[src/rtl/sr_cpu.svh]
// Shared schoolRISCV constants: canonical NOP, fetch queue depth and default reset PC.
`ifndef SR_CPU_SVH
`define SR_CPU_SVH

`define RV_NOP           32'h0000_0013
`define FETCH_DEPTH      2
`define RESET_PC_DEFAULT 32'h0000_0000

`endif

[src/rtl/sr_fetch_pkg.sv]
// Types and constants shared by the fetch stage and its FIFO.
package sr_fetch_pkg;

`include "sr_cpu.svh"

  localparam int unsigned FetchDepth     = `FETCH_DEPTH;
  localparam logic [31:0] RvNop          = `RV_NOP;
  localparam logic [31:0] ResetPcDefault = `RESET_PC_DEFAULT;

  // Wide enough to hold 0..FetchDepth.
  typedef logic [1:0] cnt_t;

  typedef struct packed {
    logic [31:0] word;
    logic [31:0] pc;
  } fetch_entry_t;

  function automatic logic [31:0] word_align(input logic [31:0] addr);
    return addr & 32'hFFFF_FFFC;
  endfunction

endpackage

[src/rtl/sr_fetch_fifo.sv]
// Two-entry FIFO with push/pop/flush and occupancy count. Flush wins over a same-cycle push.
module sr_fetch_fifo
  import sr_fetch_pkg::*;
#(
  parameter int unsigned Width = 32
) (
  input  logic             clk,
  input  logic             rst,
  input  logic             push_i,
  input  logic [Width-1:0] wdata_i,
  input  logic             pop_i,
  input  logic             flush_i,
  output logic [Width-1:0] rdata_o,
  output cnt_t             cnt_o
);

  logic [Width-1:0] mem_q [FetchDepth];
  logic [Width-1:0] mem_d [FetchDepth];
  logic             rd_ptr_q, rd_ptr_d;
  logic             wr_ptr_q, wr_ptr_d;
  cnt_t             cnt_q, cnt_d;
  logic             do_push, do_pop;

  always_comb begin
    mem_d    = mem_q;
    rd_ptr_d = rd_ptr_q;
    wr_ptr_d = wr_ptr_q;
    cnt_d    = cnt_q;
    do_pop   = pop_i && (cnt_q != '0);
    // A pop in the same cycle frees the slot the push needs.
    do_push  = push_i && ((cnt_q != cnt_t'(FetchDepth)) || do_pop);
    if (flush_i) begin
      rd_ptr_d = 1'b0;
      wr_ptr_d = 1'b0;
      cnt_d    = '0;
    end else begin
      if (do_push) begin
        mem_d[wr_ptr_q] = wdata_i;
        wr_ptr_d        = ~wr_ptr_q;
      end
      if (do_pop) begin
        rd_ptr_d = ~rd_ptr_q;
      end
      cnt_d = cnt_q + cnt_t'(do_push) - cnt_t'(do_pop);
    end
  end

  always_ff @(posedge clk or posedge rst) begin
    if (rst) begin
      mem_q    <= '{default: '0};
      rd_ptr_q <= 1'b0;
      wr_ptr_q <= 1'b0;
      cnt_q    <= '0;
    end else begin
      mem_q    <= mem_d;
      rd_ptr_q <= rd_ptr_d;
      wr_ptr_q <= wr_ptr_d;
      cnt_q    <= cnt_d;
    end
  end

  assign rdata_o = mem_q[rd_ptr_q];
  assign cnt_o   = cnt_q;

endmodule

[src/rtl/sr_fetch.sv]
// schoolRISCV instruction fetch: PC, credit-limited imem requests, 2-entry queue, redirect flush.
// Optional SR_FETCH_ALIGN_CHECK_EN: misaligned redirect targets raise sticky fetch_misaligned.
module sr_fetch
  import sr_fetch_pkg::*;
#(
  parameter logic [31:0] RESET_PC = ResetPcDefault
) (
  input  logic        clk,
  input  logic        rst,
  output logic        imem_req,
  output logic [31:0] imem_addr,
  input  logic        imem_ready,
  input  logic        imem_rvalid,
  input  logic [31:0] imem_rdata,
  output logic        instr_valid,
  output logic [31:0] instr,
  output logic [31:0] instr_pc,
  input  logic        instr_ready,
  input  logic        redirect_valid,
`ifdef SR_FETCH_ALIGN_CHECK_EN
  input  logic [31:0] redirect_pc,
  output logic        fetch_misaligned
`else
  input  logic [31:0] redirect_pc
`endif
);

  logic [31:0]  pc_q, pc_d;
  cnt_t         drop_q, drop_d;
  cnt_t         tag_cnt, q_cnt;
  logic [31:0]  tag_pc;
  fetch_entry_t q_head, q_wdata;
  logic         accept, tag_pop, rsp_keep, pop, halt;
  logic [2:0]   credit;
  logic [31:0]  target_pc;

`ifdef SR_FETCH_ALIGN_CHECK_EN
  logic misaligned_q, misaligned_d;

  always_comb begin
    misaligned_d = misaligned_q;
    if (redirect_valid && (redirect_pc[1:0] != 2'b00)) begin
      misaligned_d = 1'b1;
    end
  end

  always_ff @(posedge clk or posedge rst) begin
    if (rst) begin
      misaligned_q <= 1'b0;
    end else begin
      misaligned_q <= misaligned_d;
    end
  end

  assign halt             = misaligned_q;
  assign target_pc        = redirect_pc;
  assign fetch_misaligned = misaligned_q;
`else
  assign halt      = 1'b0;
  assign target_pc = word_align(redirect_pc);
`endif

  always_comb begin
    instr_valid = (q_cnt != '0) && !halt;
    pop         = instr_valid && instr_ready;
    // Slots promised to live requests; counting this cycle's pop sustains one fetch per cycle.
    credit      = {1'b0, tag_cnt} + {1'b0, q_cnt} - {2'b00, pop} - {1'b0, drop_q};
    imem_req    = !rst && !halt && (credit < 3'd2) && (tag_cnt != cnt_t'(FetchDepth));
    imem_addr   = pc_q;
    accept      = imem_req && imem_ready;
    tag_pop     = imem_rvalid && (tag_cnt != '0);
    rsp_keep    = tag_pop && (drop_q == '0) && !redirect_valid;
    q_wdata     = '{word: imem_rdata, pc: tag_pc};
    instr       = instr_valid ? q_head.word : RvNop;
    instr_pc    = instr_valid ? q_head.pc : '0;
  end

  always_comb begin
    pc_d   = pc_q;
    drop_d = drop_q;
    if (redirect_valid) begin
      pc_d   = target_pc;
      // Everything still in flight after this cycle belongs to the old path.
      drop_d = tag_cnt + cnt_t'(accept) - cnt_t'(tag_pop);
    end else begin
      if (accept) begin
        pc_d = pc_q + 32'd4;
      end
      if (tag_pop && (drop_q != '0)) begin
        drop_d = drop_q - 2'd1;
      end
    end
  end

  always_ff @(posedge clk or posedge rst) begin
    if (rst) begin
      pc_q   <= RESET_PC;
      drop_q <= '0;
    end else begin
      pc_q   <= pc_d;
      drop_q <= drop_d;
    end
  end

  sr_fetch_fifo #(
    .Width(32)
  ) u_tag_fifo (
    .clk    (clk),
    .rst    (rst),
    .push_i (accept),
    .wdata_i(pc_q),
    .pop_i  (tag_pop),
    .flush_i(1'b0),
    .rdata_o(tag_pc),
    .cnt_o  (tag_cnt)
  );

  sr_fetch_fifo #(
    .Width($bits(fetch_entry_t))
  ) u_instr_fifo (
    .clk    (clk),
    .rst    (rst),
    .push_i (rsp_keep),
    .wdata_i(q_wdata),
    .pop_i  (pop),
    .flush_i(redirect_valid),
    .rdata_o(q_head),
    .cnt_o  (q_cnt)
  );

endmodule
[config.mk]
export PLATFORM = sky130hd
export DESIGN_NAME = sr_fetch
export DESIGN_NICKNAME = d
export VERILOG_FILES = /design/src/rtl/sr_fetch_pkg.sv /design/src/rtl/sr_fetch_fifo.sv /design/src/rtl/sr_fetch.sv
export VERILOG_INCLUDE_DIRS = /design/src /design/src/rtl
export SDC_FILE = /design/constraint.sdc
export NUM_CORES = 1
export LEC_CHECK = 0
export ABC_AREA = 1
export BUFFER_PORTS_ARGS = -buffer_cell sky130_fd_sc_hd__buf_2
export CAP_MARGIN = 5
export CORE_ASPECT_RATIO = 1.1
export CORE_MARGIN = 4
export CORE_UTILIZATION = 50
export CTS_CLUSTER_SIZE = 40
export DETAILED_ROUTE_END_ITERATION = 8
export HOLD_SLACK_MARGIN = 0.02
export PLACE_DENSITY = 0.7
export SYNTH_ARGS = -nofsm -noshare
export SYNTH_HDL_FRONTEND = slang
export SYNTH_SLANG_ARGS = --single-unit
[constraint.sdc]
create_clock -name clk -period 11 [get_ports clk]
set_clock_uncertainty 0.2 [all_clocks]
set_input_delay 2.2 -clock clk [delete_from_list [all_inputs] [get_ports clk]]
set_output_delay 2.2 -clock clk [all_outputs]
set_load 0.005 [all_outputs]
### Yosys cells after proc, flatten, opt, wreduce, memory -nomap -nowiden

Index checks and enable logic that the tools add are counted.

| storage, ports and cells | value |
|---|---|
| output and inout port bits | 98 |
| logic and storage cells | 91 |
| register bits after elaboration | 234 |
| bits of input ports | 70 |

| cells by class | value |
|---|---|
| bitwise gates (word level) | 9 |
| $lt $le $gt $ge | 7 |
| equal/unequal tests | 2 |
| reductions and logical operators | 27 |
| multiplexer cells | 23 |
| add/subtract/negate cells | 11 |

Operators by type and width:

| kind | count |
|---|---|
| 32-bit 2-to-1 mux | 8 |
| 64-bit 2-to-1 mux | 4 |
| 128-bit bitwise mux | 1 |
| 64-bit bitwise mux | 1 |
| 64-bit demux with 1-bit select | 1 |
| 32-bit by 3-bit adder with 32-bit output, second input constant | 1 |
| 32-bit demux with 1-bit select | 1 |
| 1-bit logical AND | 14 |
| 2-bit nonzero test | 7 |
| 2-bit greater-or-equal comparator, second input constant | 4 |
| 1-bit inverter with 2-bit output | 4 |
| 2-bit by 1-bit adder with 2-bit output | 3 |
| 2-bit 2-to-1 mux | 3 |
| 2-bit by 1-bit subtractor with 2-bit output | 3 |
| 1-bit inverter | 5 |
| 2-bit by 1-bit less-than comparator with 1-bit output, second input constant | 2 |
| 1-bit 2-to-1 mux | 4 |
| 2-bit inequality test, second input constant | 2 |
| 2-bit by 2-bit adder with 3-bit output | 1 |
| 3-bit by 2-bit less-than comparator with 1-bit output, second input constant | 1 |
| 3-bit by 1-bit subtractor with 3-bit output | 1 |
| 3-bit by 2-bit subtractor with 3-bit output | 1 |
| 1-bit logical NOT | 2 |
| 2-bit logical NOT | 1 |
| other kinds (3) | 4 |

### Longest topological paths before layout

Gate-level depths: netlist of run 1.

| depth | value |
|---|---|
| word-level depth | 11 |
| depth in mapped cells | 18 |
| mapped depth without buffers | 15 |

### By module

From an unflattened synthesis of run 1, not the netlist that was laid out.

| second synthesis, totals | value |
|---|---|
| cells, all modules | 1782 |
| area total of the unflattened synthesis | 12774.8 um^2 |

Modules (own cells, without submodules):

| module | seq. area each (um^2) | instances | area an instance (um^2) | cells an instance |
|---|---|---|---|---|
| sr_fetch_fifo at u_instr_fifo | 3303.2 | 1 | 6317.3 | 810 |
| sr_fetch_fifo at u_tag_fifo | 1701.6 | 1 | 3326.9 | 421 |
| sr_fetch | 800.8 | 1 | 3130.5 | 551 |

### Worst setup path before layout of run 1

Ideal clock, no wire load.

| path | value |
|---|---|
| path type | input-to-output |
| start point | input port rst |
| end point | output port imem_req |
| path buffers | 0 |
| arrival time | 7.563 ns |
| stages | 4 |
| slack | 1.037 ns |
| cell sequence | inv_1 -> nand2_1 -> a21oi_2 -> and2_1 |

| on the way | value |
|---|---|
| longest elaborated chain between the ends | 3 |

RTL lines:

| element | RTL line | RTL |
|---|---|---|
| start, declared | sr_fetch.sv:9 | `input logic rst,` |
| 1-bit logical NOT (no line) | n/a |  |
| 1-bit logical AND (2 in a row) | sr_fetch.sv:68 | `imem_req = !rst && !halt && (credit < 3'd2) && (tag_cnt != cnt_t'(FetchDepth));` |
| end, declared | sr_fetch.sv:10 | `output logic imem_req,` |

No other way between the ends.

### Worst setup path after layout of run 1

| path | value |
|---|---|
| start point | input port instr_ready |
| end point | output port imem_req |

| on the way | value |
|---|---|
| longest elaborated chain between the ends | 6 |

RTL lines:

| element | RTL line | RTL |
|---|---|---|
| start, declared | sr_fetch.sv:18 | `input logic instr_ready,` |
| 1-bit logical AND | sr_fetch.sv:65 | `pop = instr_valid && instr_ready;` |
| 3-bit by 1-bit subtractor with 3-bit output | sr_fetch.sv:67 | `credit = {1'b0, tag_cnt} + {1'b0, q_cnt} - {2'b00, pop} - {1'b0, drop_q};` |
| 3-bit by 2-bit subtractor with 3-bit output | sr_fetch.sv:67 |  |
| 3-bit by 2-bit less-than comparator with 1-bit output | sr_fetch.sv:68 |  |
| 1-bit logical AND (2 in a row) | sr_fetch.sv:68 |  |

No other way between the ends.

==> impl_results.md, run 1 <==
* Post-DP HPWL at 17300 um
* H-tree levels at 1
* Vias in the first global route at slightly above 9000
* Worst EP arrival at 4.88 ns
* Setup_tns at 0 ns
* Crit. Startpoint: instr_ready
* Final Net Count at 1695
* Number of remaining DRC errors at 0
* Met1 usage at 0.314
* GRT overflow at 0
* Total core area at approximately 22000 um2
* Top_reg_cell synth: dfrtp_1
* GRT Util Overall at 0.220
* Met3 GRT Util at 0.0278
* Hold Path Class: flop to flop
* CTS Buf Count at 24
* DRT iter0 DRCs at 766
* Drt total wl at about 28000 um
* Setup crit end: imem_req
* CTS tree: done
* Insertion delay to the later sink of the worst-skew pair at 0.51 ns
* Yosys top cell by area: dfrtp_1
* Post-CTS setup buffer count at 0
* Root Buffer Master: clkbuf_16
* Synth cell count leaders: nand2_1, dfrtp_1, o21ai_0
* Post-synthesis cell type count at 29
* Antenna violations before repair at 1
* Ys async rst share at 1.00
* Startpoint Class: input port
* Cells after Synth at 1503
* RSZ-0062 raised after global routing: no
* WL per Instance at 14.4 um
* Synthesis warning total at 0
* Final cycle utilization of the critical path at 0.662
* Status: finished clean
* Met2 usage in global routing at 0.369
* Critical Path End Type: output port
* Avg Inst Size Synth at around 7.5 um2
* Post-CTS sizing at 0
* Clk slew on worst S/H paths at ~0.06 ns
* Ranking of synthesized cells by area: dfrtp_1, nand2_1, o21ai_0, inv_1, nand3_1
* Leak at 6.84 nW
* Max Fclk at 0.137 GHz
* Via density at ~5.0
* I/O Pins at around 170
* Max-slew violations at 0
* Final Hold Fails at 0
* Row count at 57
* Post-synth EDFFs at 0
* GP Congestion at ~0.88
* DR vias at 9696
* Power Density at about 280 nW/um2
* Die area at between 20000 and 25000 um2
* Post-route cell area at approximately 13000 um2
* Deepest clock path buffer count at 3
* Setup WS pre-CTS at around 3.7 ns
* CTS sink count at 224
* Global-route wire length before repair at 45300 um
* Final setup margin at around 3.7 ns
* Register area share after synthesis at 0.499
* Port buffer count at roughly 160
* First-pass DRT Iterations at 5
* Die W at 151 um
* Max-slew headroom at 0.212
* Final core occ at 0.586
* Area growth syn-to-layout at 15.4%
* Layout cells sized above 1 at 0.144
* R2R cell count at 14
* Area of the mapped netlist at 11200 um2
* Cts hold-fix bufs at 0
* Inst Count DP at approximately 1900
* Max FO, Critical Path at 4
* Maxcap violations at 0
* Worst vdd ir at 0.000151 V
* GRT busiest layer: met2
* Worst slew pin tran at about 1.2 ns
* Antenna diodes at 0
* Die height at roughly 170 um
* Starting density of the core at 0.508
* Synth top area share at 0.499
* Critical path class: input port to output port
* Cell Count, Final, Fillers Out at between 1500 and 2000
* DRT antenna net count at 0
* FF-to-FF setup slack at 6.31 ns
* Post-DP Area at 12100 um2
* Final setup vio count at 0
* Cell with the most instances after synthesis: nand2_1
* Synth Register Bits at 224
* FF-to-FF End: u_tag_fifo.mem_q[37]
* CP Data Required Time at around 8.6 ns
* RR Startpoint: u_instr_fifo.cnt_o[1]
* Largest net degree at the start of global routing at ~100
* Min Tclk post-route at 7.28 ns
worst min path at each step:
stage                                  startpoint                       to  slack [ns]  cells past startpoint
after floorplan           u_instr_fifo.mem_q[127]  u_instr_fifo.mem_q[127]        0.24                      2
after global placement    u_instr_fifo.mem_q[127]  u_instr_fifo.mem_q[127]        0.25                      2
after detailed placement  u_instr_fifo.mem_q[120]  u_instr_fifo.mem_q[120]        0.25                      2
after CTS                 u_instr_fifo.mem_q[120]  u_instr_fifo.mem_q[120]        0.27                      2
after global routing      u_instr_fifo.mem_q[120]  u_instr_fifo.mem_q[120]        0.28                      2
final                     u_instr_fifo.mem_q[109]  u_instr_fifo.mem_q[109]        0.27                      2
layer usage:
layer  vias up  part of all wire
met1      4503              0.47
met5         -           0.00047
met3        26             0.056
met4         2             0.011
li1       4897                 -
met2       268              0.46
flip-flops by register name, indices dropped and copies added (netlist names):
name / count
drop_q: 2
imem_addr: 30
u_instr_fifo.mem_q: 124
u_instr_fifo.cnt_o: 2
u_tag_fifo.cnt_o: 2
u_instr_fifo.rd_ptr_q: 1
u_tag_fifo.wr_ptr_q: 1
u_tag_fifo.rd_ptr_q: 1
u_instr_fifo.wr_ptr_q: 1
u_tag_fifo.mem_q: 60
placed cells by master, fill, tap and decap left out, types with 2 or more instances in the layout:
master,count
buf_2,161
ha_1,7
nor2_2,8
nand3_1,75
clkinv_2,3
inv_1,120
o21ai_0,171
nor2_4,4
clkbuf_8,6
dfrtp_1,223
clkbuf_1,3
bufinv_16,5
inv_2,3
conb_1,4
a21oi_1,60
and2_1,2
fa_1,4
nor2_1,37
xor2_1,7
o21ai_1,12
nand2_1,659
clkbuf_16,25
buf_4,11
xnor2_1,8
o21bai_1,4
critical path, stage by stage:
cell and delay, ns:
buf_2 0.07, inv_1 0.04, nor2_1 0.24, inv_1 0.09
fa_1 0.48, inv_1 0.05, fa_1 0.42, or2_2 0.31
fa_1 0.50, nand2_1 0.07, a21oi_2 0.16, and2_1 0.14
buf_2 0.10
cells by family (layout without fill, tap and decap cells):
| group | count (synthesis) | count (layout) | share of synthesized area |
|---|---|---|---|
| flip-flops | 224 | 224 | 0.499 |
| AND/OR/NAND/NOR | 789 | 789 | 0.279 |
| other | 1 | 4 | 0.000334 |
| adder cells (fa/ha/maj) | 11 | 11 | 0.0149 |
| XOR/XNOR | 15 | 15 | 0.0117 |
| AO/OA/AOI/OAI | 249 | 249 | 0.113 |
| buffers and inverters | 214 | 339 | 0.0818 |
final cells by class:
type | count | area, um2
Timing Repair Buffer | 172 | 888
Clock inverter | 9 | 173
Tap cell | 295 | 369
Clock buffer | 34 | 719
Multi-Input combinational cell | 1068 | 4720
Sequential cell | 224 | 5610
Inverter | 124 | 473
Fill cell | 2090 | 9160
per-stage QoR:
step | total power (W) | hold slack, ns
after floorplan | 0.00229 | 0.237
after global routing | 0.00389 | 0.284
after CTS | 0.00362 | 0.268
after detailed placement | 0.00271 | 0.253
after global placement | 0.00266 | 0.247
final | 0.00359 | 0.267
power by group:
group	total [W]	internal, W	switching, W
logic	0.00128	0.000442	0.000834
clock network	0.000900	0.000571	0.000329
registers	0.00142	0.00118	0.000240
total	0.00359	0.00219	0.00140
Note: power is estimated with default switching activity, not from simulation.
==> inputs of run 2 (changes only) <==
==> constraint.sdc (replaced) <==
create_clock -name clk -period 6.78 [get_ports clk]
set_clock_uncertainty 0.2 [all_clocks]
set_input_delay 1.356 -clock clk [delete_from_list [all_inputs] [get_ports clk]]
set_output_delay 1.356 -clock clk [all_outputs]
set_load 0.005 [all_outputs]
==> impl_results.md, run 2 (synthesis results as in run 1) <==
* Number of remaining DRC errors at 0
* Area of the multi-input gates at roughly 4700 um2
* Sequential cell area at 5610 um2
* Cts hold-fix bufs at 0
* CTS sink count at between 200 and 250
* Hold Path Class: flop to flop
* Post-CTS sizing at 0
* Met3 GRT Util at 0.0267
* CP max stage cell: fa_1
* Max Fclk at between 0.15 and 0.2 GHz
* GP Congestion at ~0.86
* Buffer and inverter count on the worst path at 5
* Row count at between 50 and 60
* GRT Util Overall at 0.223
* Worst vdd ir at 0.000221 V
* Global-route wire length before repair at 46100 um
* CTS Buf Count at 24
* CP peak stage delay at between 0.4 and 0.5 ns
* Max-slew headroom at 0.247
* Post-DP HPWL at approximately 17000 um
* Via density at a little over 5
* Commonest non-fill, non-tap cell in the layout: nand2_1
* Crit-path cells: buf_2, inv_1, nor2_1, inv_1, fa_1, inv_1, fa_1, or2_2, fa_1, nand2_1, a21oi_2, and2_1, buf_2
* Antenna diodes at 0
* Setup_tns at 0 ns
* Worst slew pin tran at 1.13 ns
* CP Data Required Time at approximately 5.2 ns
* Area growth syn-to-layout at 15.0%
* Setup crit end: imem_req
* FF-to-FF setup slack at 2.51 ns
* GRT busiest layer: met2
* CTS tree: done
* Worst EP arrival at ~4 ns
* FILL cells at about 2100
* Final cycle utilization of the critical path at 0.819
* Maxcap violations at 0
* I/O Pins at 168
* Leak at 6.82 nW
* GRT overflow at 0
* Post-CTS setup buffer count at 0
* DRT antenna net count at 0
* Antenna violations before repair at 0
* Post-route cell area at between 10000 and 15000 um2
* Largest net degree at the start of global routing at ~160
* Die height at 165 um
* Total core area at roughly 22000 um2
* Met2 usage in global routing at 0.372
* WL per Instance at approximately 14 um
* DRT iter0 DRCs at between 600 and 700
* Final Hold Fails at 0
* Final setup vio count at 0
* H-tree levels at 1
* R2R cell count at 16
* Deepest clock path buffer count at 3
* Drt total wl at 27800 um
* Critical path's top delay family: adder cells
* Port buffer count at between 150 and 200
* Insertion delay to the later sink of the worst-skew pair at between 0.5 and 0.6 ns
* RR Startpoint: u_instr_fifo.cnt_o[1]
* Met1 usage at 0.312
* Starting density of the core at 0.508
* DR vias at between 9000 and 10000
* Crit. Startpoint: instr_ready
* Tot Pwr at ~0.0057 W
* Critical path class: input port to output port
* Startpoint Class: input port
* Final Net Count at about 1700
* Power Density at around 440 nW/um2
* RSZ-0062 raised after global routing: no
* First-pass DRT Iterations at 5
* Die W at around 150 um
* Worst path depth at 13
* Die area at ~25000 um2
* Clk slew on worst S/H paths at around 0.06 ns
* Root Buffer Master: clkbuf_16
* Status: finished clean
* Vias in the first global route at between 9000 and 10000
* Max FFs per register at between 100 and 150
* Critical Path End Type: output port
* Max FO, Critical Path at 4
* Post-DP Area at about 12000 um2
* Layout cells sized above 1 at 0.144
* Commonest non-fill, non-tap cells in the layout: nand2_1, dfrtp_1, o21ai_0
* Min Tclk post-route at between 5 and 6 ns
* FF-to-FF End: u_tag_fifo.mem_q[19]
* Max-slew violations at 0
* Reg with most FFs: u_instr_fifo.mem_q
[run 2: cell count changes in the layout (fill, tap and decap cells not counted)]
cell and change:
bufinv_16 -3, clkbuf_1 +3, clkinv_2 +1, buf_12 +2, buf_4 +1, inv_8 -1
[run 2: worst register-to-register path, cell delays in order, from the launching register on]
cell,delay [ns]
dfrtp_1,0.42
nor2_2,0.07
nor2_1,0.21
inv_1,0.09
fa_1,0.48
inv_1,0.05
fa_1,0.43
or2_2,0.31
fa_1,0.39
xor2_1,0.19
nand3_2,0.07
buf_4,0.33
buf_4,0.41
nor2_1,0.11
buf_4,0.25
nand2_1,0.08
nand2_1,0.06
[run 2: final cells by class]
cell class | count | area share
Clock buffer | 37 | 0.0566
Clock inverter | 6 | 0.00620
Inverter | 124 | 0.0363
Multi-Input combinational cell | 1068 | 0.366
Sequential cell | 224 | 0.434
Tap cell | 295 | 0.0286
Timing Repair Buffer | 175 | 0.0725
[run 2: worst min-delay path by stage]
| stage | from | end | slack, ns | cells past startpoint |
|---|---|---|---|---|
| final | u_instr_fifo.mem_q[122] | u_instr_fifo.mem_q[122] | 0.27 | 2 |
| after global placement | u_instr_fifo.mem_q[127] | u_instr_fifo.mem_q[127] | 0.25 | 2 |
| after floorplan | u_instr_fifo.mem_q[127] | u_instr_fifo.mem_q[127] | 0.24 | 2 |
| after global routing | u_instr_fifo.mem_q[111] | u_instr_fifo.mem_q[111] | 0.29 | 2 |
| after CTS | u_instr_fifo.mem_q[120] | u_instr_fifo.mem_q[120] | 0.27 | 2 |
| after detailed placement | u_instr_fifo.mem_q[105] | u_instr_fifo.mem_q[105] | 0.25 | 2 |
[run 2: routing by layer]
layer	share of wire	wire (um)
met1	0.45	12600
met2	0.47	13000
met3	0.062	1710
met4	0.018	508
met5	0	0
[run 2: per-stage QoR]
stage,std cells,util,worst slack (ns),hold slack (ns)
floorplan,1506,-,0.230,0.237
global placement,1886,0.547,1.25,0.247
detailed placement,1886,0.547,1.25,0.254
CTS,1929,0.584,1.22,0.268
global route,1929,0.584,1.08,0.287
finish,1929,0.584,1.23,0.265
[run 2: where the power goes]
part | internal, W | total [W] | switching, W
clock | 0.000814 | 0.00134 | 0.000530
sequential | 0.00191 | 0.00229 | 0.000380
combinational | 0.000731 | 0.00210 | 0.00136
==> inputs of run 3 (changes only) <==
--- a/config.mk
+++ b/config.mk
@@ -15,7 +15,7 @@
 export CTS_CLUSTER_SIZE = 40
 export DETAILED_ROUTE_END_ITERATION = 8
 export HOLD_SLACK_MARGIN = 0.02
-export PLACE_DENSITY = 0.7
+export PLACE_DENSITY = 0.73
 export SYNTH_ARGS = -nofsm -noshare
 export SYNTH_HDL_FRONTEND = slang
 export SYNTH_SLANG_ARGS = --single-unit
==> constraint.sdc (replaced) <==
create_clock -name clk -period 4.9 [get_ports clk]
set_clock_uncertainty 0.2 [all_clocks]
set_input_delay 0.98 -clock clk [delete_from_list [all_inputs] [get_ports clk]]
set_output_delay 0.98 -clock clk [all_outputs]
set_load 0.005 [all_outputs]
==> impl_results.md, run 3 (synthesis results as in run 1) <==
* Max Fclk at ~0.21 GHz
* DRT iter0 DRCs at approximately 700
* Worst slew pin tran at 1.13 ns
* Maxcap violations at 0
* Max FFs per register at ~120
* Critical Path End Type: output port
* WL per Instance at ~14 um
* Crit-path cells: buf_2, inv_1, nor2_1, inv_1, fa_1, inv_1, fa_1, or2_2, fa_1, nand2_1, a21oi_2, and2_1, buf_2
* Critical path class: input port to output port
* GRT Util Overall at 0.221
* Max FO, Critical Path at 2
* Antenna violations before repair at 0
* Row count at 57
* Area growth syn-to-layout at 15.8%
* Leak at between 6 and 7 nW
* Via density at 5.04
* GP Congestion at between 0.8 and 0.9
* Starting density of the core at 0.508
* Number of remaining DRC errors at 0
* H-tree levels at 1
* Root Buffer Master: clkbuf_16
* Commonest non-fill, non-tap cells in the layout: nand2_1, dfrtp_1, o21ai_0
* Port buffer count at about 160
* First-pass DRT Iterations at 5
* Hold Path Class: flop to flop
* Setup WS pre-CTS at 0.199 ns
* GRT overflow at 0
* Die height at roughly 170 um
* Global-route wire length before repair at roughly 45000 um
* I/O Pins at ~170
* Insertion delay to the later sink of the worst-skew pair at approximately 0.52 ns
* Min Tclk post-route at approximately 4.7 ns
* Final Hold Fails at 0
* Worst EP arrival at between 3 and 4 ns
* CP peak stage delay at around 0.48 ns
* CP max stage cell: fa_1
* Final setup margin at ~0.23 ns
* Cts hold-fix bufs at 0
* DRT antenna net count at 0
* Final Net Count at 1704
* Status: finished clean
* Post-CTS setup buffer count at 0
* Power Density at between 600 and 700 nW/um2
* CTS Buf Count at 24
* CTS tree: done
* Commonest non-fill, non-tap cell in the layout: nand2_1
* Worst hold slack at between 0.2 and 0.3 ns
* RSZ-0062 raised after global routing: no
* Largest net degree at the start of global routing at about 160
* FF-to-FF setup slack at 1.02 ns
* Final cycle utilization of the critical path at 0.952
* Clk slew on worst S/H paths at approximately 0.06 ns
* Max-slew violations at 0
* Total core area at roughly 22000 um2
* Deepest clock path buffer count at 3
* DR vias at just under 10000
* Reg with most FFs: u_instr_fifo.mem_q
* Final setup vio count at 0
* CP Data Required Time at 3.72 ns
* Drt total wl at roughly 28000 um
* Layout cells sized above 1 at 0.148
* Vias in the first global route at approximately 9000
* Die W at 151 um
* CTS sink count at roughly 220
* Die area at 24900 um2
* Worst vdd ir at around 0.00028 V
* Post-DP HPWL at about 18000 um
* Startpoint Class: input port
* Max-slew headroom at 0.246
* Antenna diodes at 0
* Post-CTS sizing at 0
==> run 3: final cells by class <==
type | instances | area, um2
fill | 2043 | 9110
sequential | 224 | 5610
timing repair buffer | 181 | 1020
clock buffer | 33 | 686
inverter | 124 | 469
tap | 295 | 369
multi-input combinational | 1068 | 4720
clock inverter | 11 | 133
==> run 3: final timing paths <==
kind | start | to | depth (start not counted)
max | instr_ready | imem_req | 13
min in group asynchronous | rst | u_instr_fifo.mem_q[107] | 3
max in group asynchronous | rst | u_tag_fifo.mem_q[55] | 4
min | u_instr_fifo.mem_q[112] | u_instr_fifo.mem_q[112] | 2
max reg2reg | u_instr_fifo.cnt_o[1] | u_tag_fifo.mem_q[44] | 15
min reg2reg | u_instr_fifo.mem_q[112] | u_instr_fifo.mem_q[112] | 2
==> run 3: where the power goes <==
group	switching, W	leakage, nW	internal (W)	total [W]
sequential	0.000515	2.78	0.00264	0.00316
clock	0.000731	0.405	0.00114	0.00187
combinational	0.00191	3.68	0.00105	0.00296
==> run 3: critical path, delay by kind of cell <==
kind | cells | cell delay (ns)
AO/OA/AOI/OAI | 1 | 0.13
adder cells (fa/ha/maj) | 3 | 1.38
buffers and inverters | 5 | 0.33
AND/OR/NAND/NOR | 4 | 0.66
==> run 3: metrics by stage <==
| step | power [W] | std cells | utilization | area [um2] | TNS [ns] |
|---|---|---|---|---|---|
| final | 0.00799 | 1936 | 0.588 | 13000 | 0 |
| after global routing | 0.00867 | 1936 | 0.588 | 13000 | 0 |
| after floorplan | 0.00515 | 1506 | - | 11300 | -40.01 |
| after detailed placement | 0.00615 | 1892 | 0.551 | 12200 | 0 |
| after CTS | 0.00804 | 1936 | 0.588 | 13000 | 0 |
| after global placement | 0.00602 | 1892 | 0.551 | 12200 | 0 |
==> run 3: routing by layer <==
metal	up-vias	global-route usage	wire length, um
li1	4922	-	-
met1	4502	0.311	12600
met2	283	0.372	12800
met3	43	0.0240	1710
met4	0	0.0523	580
met5	-	0	0
